### config.mk
export PLATFORM = sky130hd
export DESIGN_NAME = apb_master
export DESIGN_NICKNAME = d
export VERILOG_FILES = /design/src/rtl/apb_pkg.sv /design/src/rtl/apb_timeout_cnt.sv /design/src/rtl/apb_master.sv
export SDC_FILE = /design/constraint.sdc
export NUM_CORES = 1
export LEC_CHECK = 0
export CORE_ASPECT_RATIO = 1.75
export CORE_MARGIN = 2
export CORE_UTILIZATION = 43
export DETAILED_ROUTE_END_ITERATION = 8
export MAX_ROUTING_LAYER = met4
export PLACE_DENSITY_LB_ADDON = 0.05
export SLEW_MARGIN = 0
export SYNTH_ARGS = -nofsm -noshare
export SYNTH_HDL_FRONTEND = slang
export SYNTH_SLANG_ARGS = --single-unit
### constraint.sdc
create_clock -name clk_i -period 2.9 [get_ports clk_i]
set_input_delay 0.58 -clock clk_i [delete_from_list [all_inputs] [get_ports clk_i]]
set_output_delay 0.58 -clock clk_i [all_outputs]
set_load 0.005 [all_outputs]
### src/rtl/apb_pkg.sv
// Shared types for the APB3 initiator: FSM encoding, request/response records and
// the timeout counter width helper.
package apb_pkg;

   localparam int unsigned APB_AW = 32;
   localparam int unsigned APB_DW = 32;

   typedef enum logic [1:0] {
      IDLE   = 2'd0,
      SETUP  = 2'd1,
      ACCESS = 2'd2
   } apb_state_e;

   typedef struct packed {
      logic              write;
      logic [APB_AW-1:0] addr;
      logic [APB_DW-1:0] wdata;
   } apb_req_t;

   typedef struct packed {
      logic [APB_DW-1:0] rdata;
      logic              err;
   } apb_rsp_t;

   // Width able to hold 0..limit; never narrower than one bit.
   function automatic int unsigned cnt_width(input int unsigned limit);
      int unsigned w;
      w = $clog2(limit + 1);
      return (w < 1) ? 1 : w;
   endfunction

endpackage

### src/rtl/apb_timeout_cnt.sv
// Wait-state counter for the ACCESS phase. Saturates instead of wrapping; expired_o
// flags the last permitted wait cycle. A LIMIT of 0 disables expiry entirely.
module apb_timeout_cnt
   import apb_pkg::*;
#(
   parameter int unsigned LIMIT = 256
) (
   input  logic clk_i,
   input  logic rst_i,
   input  logic clear_i,
   input  logic en_i,
   output logic expired_o
);

   localparam int unsigned CW = cnt_width(LIMIT);

   logic [CW-1:0] cnt_q;
   logic [CW-1:0] cnt_d;

   always_comb begin
      cnt_d = cnt_q;
      if (clear_i) begin
         cnt_d = '0;
      end else if (en_i && (cnt_q != CW'(LIMIT))) begin
         cnt_d = cnt_q + CW'(1);
      end
   end

   always_ff @(posedge clk_i) begin
      if (rst_i) begin
         cnt_q <= '0;
      end else begin
         cnt_q <= cnt_d;
      end
   end

   generate
      if (LIMIT == 0) begin : g_off
         assign expired_o = 1'b0;
      end else begin : g_on
         assign expired_o = (cnt_q == CW'(LIMIT - 1));
      end
   endgenerate

endmodule

### src/rtl/apb_master.sv
// Single-outstanding APB3 initiator: one core-side request becomes one SETUP/ACCESS
// transfer, with a bounded wait-state budget and a held response register.
module apb_master
   import apb_pkg::*;
#(
   parameter int unsigned APB_ADDR_WIDTH = APB_AW,
   parameter int unsigned APB_DATA_WIDTH = APB_DW,
   parameter int unsigned TIMEOUT_CYCLES = 256
) (
   input  logic                      clk_i,
   input  logic                      rst_i,
   input  logic                      req_valid_i,
   output logic                      req_ready_o,
   input  logic                      req_write_i,
   input  logic [APB_ADDR_WIDTH-1:0] req_addr_i,
   input  logic [APB_DATA_WIDTH-1:0] req_wdata_i,
   output logic                      rsp_valid_o,
   input  logic                      rsp_ready_i,
   output logic [APB_DATA_WIDTH-1:0] rsp_rdata_o,
   output logic                      rsp_err_o,
   output logic                      timeout_o,
   output logic                      psel_o,
   output logic                      penable_o,
   output logic                      pwrite_o,
   output logic [APB_ADDR_WIDTH-1:0] paddr_o,
   output logic [APB_DATA_WIDTH-1:0] pwdata_o,
   input  logic [APB_DATA_WIDTH-1:0] prdata_i,
   input  logic                      pready_i,
   input  logic                      pslverr_i,
   output apb_state_e                dbg_state_o
);

   apb_state_e state_q, state_d;
   apb_req_t   req_q, req_d;
   apb_rsp_t   rsp_q, rsp_d;
   logic       psel_q, psel_d;
   logic       penable_q, penable_d;
   logic       rsp_valid_q, rsp_valid_d;
   logic       timeout_q, timeout_d;
   logic       cnt_clear, cnt_en, cnt_expired;

   // Handshakes: a beat transfers on the rising edge where valid && ready are both high;
   // valid never waits for ready, and rsp_valid_o stays high with stable data until taken.
   // The only combinational input-to-output path is rsp_ready_i -> req_ready_o.
   assign req_ready_o = (state_q == IDLE) && (!rsp_valid_q || rsp_ready_i);

   assign cnt_clear = (state_q == SETUP);
   assign cnt_en    = (state_q == ACCESS) && !pready_i;

   apb_timeout_cnt #(
      .LIMIT (TIMEOUT_CYCLES)
   ) u_timeout_cnt (
      .clk_i     (clk_i),
      .rst_i     (rst_i),
      .clear_i   (cnt_clear),
      .en_i      (cnt_en),
      .expired_o (cnt_expired)
   );

   always_comb begin
      state_d     = state_q;
      req_d       = req_q;
      rsp_d       = rsp_q;
      psel_d      = psel_q;
      penable_d   = penable_q;
      timeout_d   = 1'b0;
      rsp_valid_d = rsp_valid_q && !rsp_ready_i;

      case (state_q)
         IDLE: begin
            if (req_valid_i && req_ready_o) begin
               req_d.write = req_write_i;
               req_d.addr  = req_addr_i;
               req_d.wdata = req_write_i ? req_wdata_i : '0;
               psel_d      = 1'b1;
               penable_d   = 1'b0;
               state_d     = SETUP;
            end
         end
         SETUP: begin
            penable_d = 1'b1;
            state_d   = ACCESS;
         end
         ACCESS: begin
            // A slave completing on the limit cycle takes priority over the abort.
            if (pready_i) begin
               rsp_d.err   = pslverr_i;
               rsp_d.rdata = (!req_q.write && !pslverr_i) ? prdata_i : '0;
               rsp_valid_d = 1'b1;
               psel_d      = 1'b0;
               penable_d   = 1'b0;
               state_d     = IDLE;
            end else if (cnt_expired) begin
               rsp_d.err   = 1'b1;
               rsp_d.rdata = '0;
               rsp_valid_d = 1'b1;
               timeout_d   = 1'b1;
               psel_d      = 1'b0;
               penable_d   = 1'b0;
               state_d     = IDLE;
            end
         end
         default: begin
            psel_d    = 1'b0;
            penable_d = 1'b0;
            state_d   = IDLE;
         end
      endcase
   end

   always_ff @(posedge clk_i) begin
      if (rst_i) begin
         state_q     <= IDLE;
         req_q       <= '0;
         rsp_q       <= '0;
         psel_q      <= 1'b0;
         penable_q   <= 1'b0;
         rsp_valid_q <= 1'b0;
         timeout_q   <= 1'b0;
      end else begin
         state_q     <= state_d;
         req_q       <= req_d;
         rsp_q       <= rsp_d;
         psel_q      <= psel_d;
         penable_q   <= penable_d;
         rsp_valid_q <= rsp_valid_d;
         timeout_q   <= timeout_d;
      end
   end

   assign psel_o      = psel_q;
   assign penable_o   = penable_q;
   assign pwrite_o    = req_q.write;
   assign paddr_o     = req_q.addr;
   assign pwdata_o    = req_q.wdata;
   assign rsp_valid_o = rsp_valid_q;
   assign rsp_rdata_o = rsp_q.rdata;
   assign rsp_err_o   = rsp_q.err;
   assign timeout_o   = timeout_q;
   assign dbg_state_o = state_q;

endmodule

==> qor_table.md <==
| Result | Reported | Unit |
|:---|:---|:---|
| CP Capture Type | output pin | - |
| Run status | finished, final reports clean | - |
| Initial antenna violation count | 0 | - |
| Setup Crit Path Kind | in2out | - |
| Relative slew slack | 0.462 | - |
| Number of antenna repair diodes | 0 | - |
| Storage element area | 0.00224 | mm² |
| Root Buffer | sky130_fd_sc_hd__clkbuf_16 | - |
| Most used flip-flop cell after synthesis | sky130_fd_sc_hd__dfxtp_1 | - |
| Sequential-to-total area share from yosys stat | 0.556 | - |
| Synthesized netlist cell count | 474 | - |
| Residual DRC | 0 | - |
| Number of buffers added on ports | 207 | - |
| Share of post-route cells with drive strength above 1 | 0.0436 | - |
| Post-Route Skew | 0.00558 | ns |
| Peak fanout along the critical path | 4 | - |
| Yosys warning count | 0 | - |
| Pin count of the biggest net entering global routing | 63 | - |
| Multi-input gate area in the final layout | 0.00163 | mm² |
| Number of nets in the layout | 767 | - |
| Fill count | 747 | - |
| Final-report setup violation count | 0 | - |
| Number of detailed-route iterations in the first pass | 5 | - |
| Detailed-route wire length | 12.1 | mm |
| Maximum resistive drop on vdd | 0.421 | mV |
| Worst-Skew Late Latency | 0.34 | ns |
| Most common library cell in the layout ignoring fill and taps | sky130_fd_sc_hd__clkdlybuf4s50_1 | - |
| Total power | 3.36 | mW |
| Area of the die | 0.0102 | mm² |
| Number of global-route vias before repair | 3873 | - |
| Detailed-route vias per instance | 5.10 | - |
| Effective utilization at floorplan | 0.443 | - |
| Number of top-level pins | 208 | - |
| CTS Buf Count | 9 | - |
| Number of placement rows | 46 | - |
| Count of pins over their slew limit | 0 | - |
| Setup Fix Bufs, Post-CTS | 0 | - |
| Number of storage elements in the synthesis netlist | 112 | - |
| Routability Congestion | 0.769 | - |
| DRC violation total after the first TritonRoute iteration | 186 | - |
| Static Leakage | 2.28 | nW |
| Total power per unit cell area | 518 | mW/mm² |
| Overall via count from detail_route | 4005 | - |
| Maximum level of the CTS H-tree | 3 | - |
| Proportion of synthesized flip-flops having asynchronous set or reset | 0 | - |
| Post-cts resize count | 0 | - |
| Share of the clock period used by the worst path | 0.849 | - |
| CTS tree | yes | - |
| Syn avg cell area | 8.51 | µm² |
| Half-perimeter wire length after placement | 8.51 | mm |
| Number of sinks driven by the clock tree | 112 | - |
| Leading cell types in the layout, fill and taps excluded | sky130_fd_sc_hd__clkdlybuf4s50_1, sky130_fd_sc_hd__dfxtp_1, sky130_fd_sc_hd__nand2_1 | - |
| Max clock buf depth | 2 | - |
| Synth-to-layout area growth | 60.9 | % |
| Number of enable flip-flop cells after synthesis | 0 | - |
| Routed len/inst | 15.4 | µm |
| Syn Nets | 580 | - |
| Number of buffers added to fix hold violations after cts | 0 | - |
| Chip width | 77.2 | µm |
| Tightest Pin Transition | 0.796 | ns |
| Sum of negative setup slack | 0 | ns |
| Clock Pin Slew Worst Setup and Hold Paths | 0.07 | ns |
| Final hold violations | 0 | - |
| Global-route wire length before repair | 19.0 | mm |
| Number of max-capacitance violations reported | 0 | - |
| Fin crit period | 2.46 | ns |
| Vertical die dimension | 132 | µm |
| Arrival time of the worst setup path | 1.88 | ns |
| FMAX | 406 | MHz |
| Final global-route overflow total | 0 | - |
| Total track usage | 0.240 | - |
| Core area | 0.00909 | mm² |
| Req. time, crit path | 2.32 | ns |
| Setup repair after global routing missed its margin | false | - |
| Netlist cell types | 31 | - |
| Mapped cell area | 0.00403 | mm² |
| Hold Crit Class | reg2reg | - |
| Worst setup slack for register-to-register paths | 1.10 | ns |
| Crit path launch type | input pin | - |
| Post-detailed-route count of antenna-violating nets | 0 | - |
metal layers:
metal  part of all wire  up-vias  GRT usage
met5                  0        -          -
met4              0.024        0     0.0913
met3              0.066       19     0.0596
met2               0.52      156      0.409
met1               0.39     1860      0.267
li1                   -     1970          -
stage by stage:
step | area, µm² | worst slack, ns | std cells | util | hold slack, ns
6_report | 6490 | 0.437 | 785 | 0.714 | 0.449
5_1_grt | 6490 | 0.395 | 785 | 0.714 | 0.470
4_1_cts | 6490 | 0.442 | 785 | 0.714 | 0.453
3_5_place_dp | 6180 | 0.442 | 770 | 0.680 | 0.444
3_3_place_gp | 6180 | 0.463 | 770 | 0.680 | 0.437
2_1_floorplan | 4030 | 1.17 | 474 | - | 0.448
worst max-delay path, cell delays in order:
cell and delay, ns:
sky130_fd_sc_hd__clkdlybuf4s50_1 0.46, sky130_fd_sc_hd__nand2b_1 0.18, sky130_fd_sc_hd__and2_1 0.15, sky130_fd_sc_hd__clkdlybuf4s50_1 0.52
kinds of logic (layout without fill, tap and decap cells):
group	count (synthesis)	after routing	share of synthesized area
multiplexers	1	1	0.00248
AO/OA/AOI/OAI	109	109	0.162
AND/OR/NAND/NOR	199	199	0.213
flip-flops	112	112	0.556
buffers and inverters	44	235	0.0450
XOR/XNOR	6	6	0.0130
adder cells (fa/ha/maj)	3	3	0.00931
registers in the layout, indices dropped and copies added (netlist names):
register / cells
pwdata_o: 32
timeout_o: 1
paddr_o: 32
psel_o: 1
rsp_rdata_o: 32
rsp_valid_o: 1
dbg_state_o: 2
pwrite_o: 1
rsp_err_o: 1
u_timeout_cnt.cnt_q: 9
path summary, 6_finish.rpt:
| path | from | to | cells after the start |
|---|---|---|---|
| worst max register to register | u_timeout_cnt.cnt_q[0] | rsp_rdata_o[31] | 8 |
| worst max-delay path | rsp_ready_i | req_ready_o | 4 |
| worst min register to register | pwdata_o[9] | pwdata_o[9] | 2 |
| worst min-delay path | pwdata_o[9] | pwdata_o[9] | 2 |
layout make-up:
class	count	area share
tap	120	0.0231
sequential	112	0.346
timing repair buffer	215	0.330
clock inverter	2	0.00578
clock buffer	13	0.0417
inverter	5	0.00289
multi-input combinational	318	0.251
cell usage after synthesis, types with 2 or more instances:
cell / count / share of area
sky130_fd_sc_hd__ha_1: 3 / 0.0093
sky130_fd_sc_hd__or3_1: 2 / 0.0031
sky130_fd_sc_hd__nand3_1: 36 / 0.045
sky130_fd_sc_hd__dfxtp_1: 112 / 0.56
sky130_fd_sc_hd__xnor2_1: 5 / 0.011
sky130_fd_sc_hd__nand2b_1: 4 / 0.0062
sky130_fd_sc_hd__nor2_1: 43 / 0.040
sky130_fd_sc_hd__clkbuf_1: 23 / 0.021
sky130_fd_sc_hd__inv_1: 5 / 0.0047
sky130_fd_sc_hd__a22oi_1: 32 / 0.060
sky130_fd_sc_hd__buf_1: 5 / 0.0047
sky130_fd_sc_hd__a211oi_1: 3 / 0.0056
sky130_fd_sc_hd__nand4_1: 2 / 0.0031
sky130_fd_sc_hd__buf_2: 10 / 0.012
sky130_fd_sc_hd__a21oi_1: 69 / 0.086
sky130_fd_sc_hd__nor4b_1: 2 / 0.0043
sky130_fd_sc_hd__nor3b_1: 3 / 0.0056
sky130_fd_sc_hd__nand2_1: 101 / 0.094
sky130_fd_sc_hd__nor3_1: 2 / 0.0025
power by group:
group,switching (mW),total [mW],internal [mW]
Combinational,0.190,0.465,0.275
Sequential,0.0323,1.63,1.60
Clock,0.533,1.27,0.737
Total,0.755,3.36,2.61
Note: power is estimated with default switching activity, not from simulation.
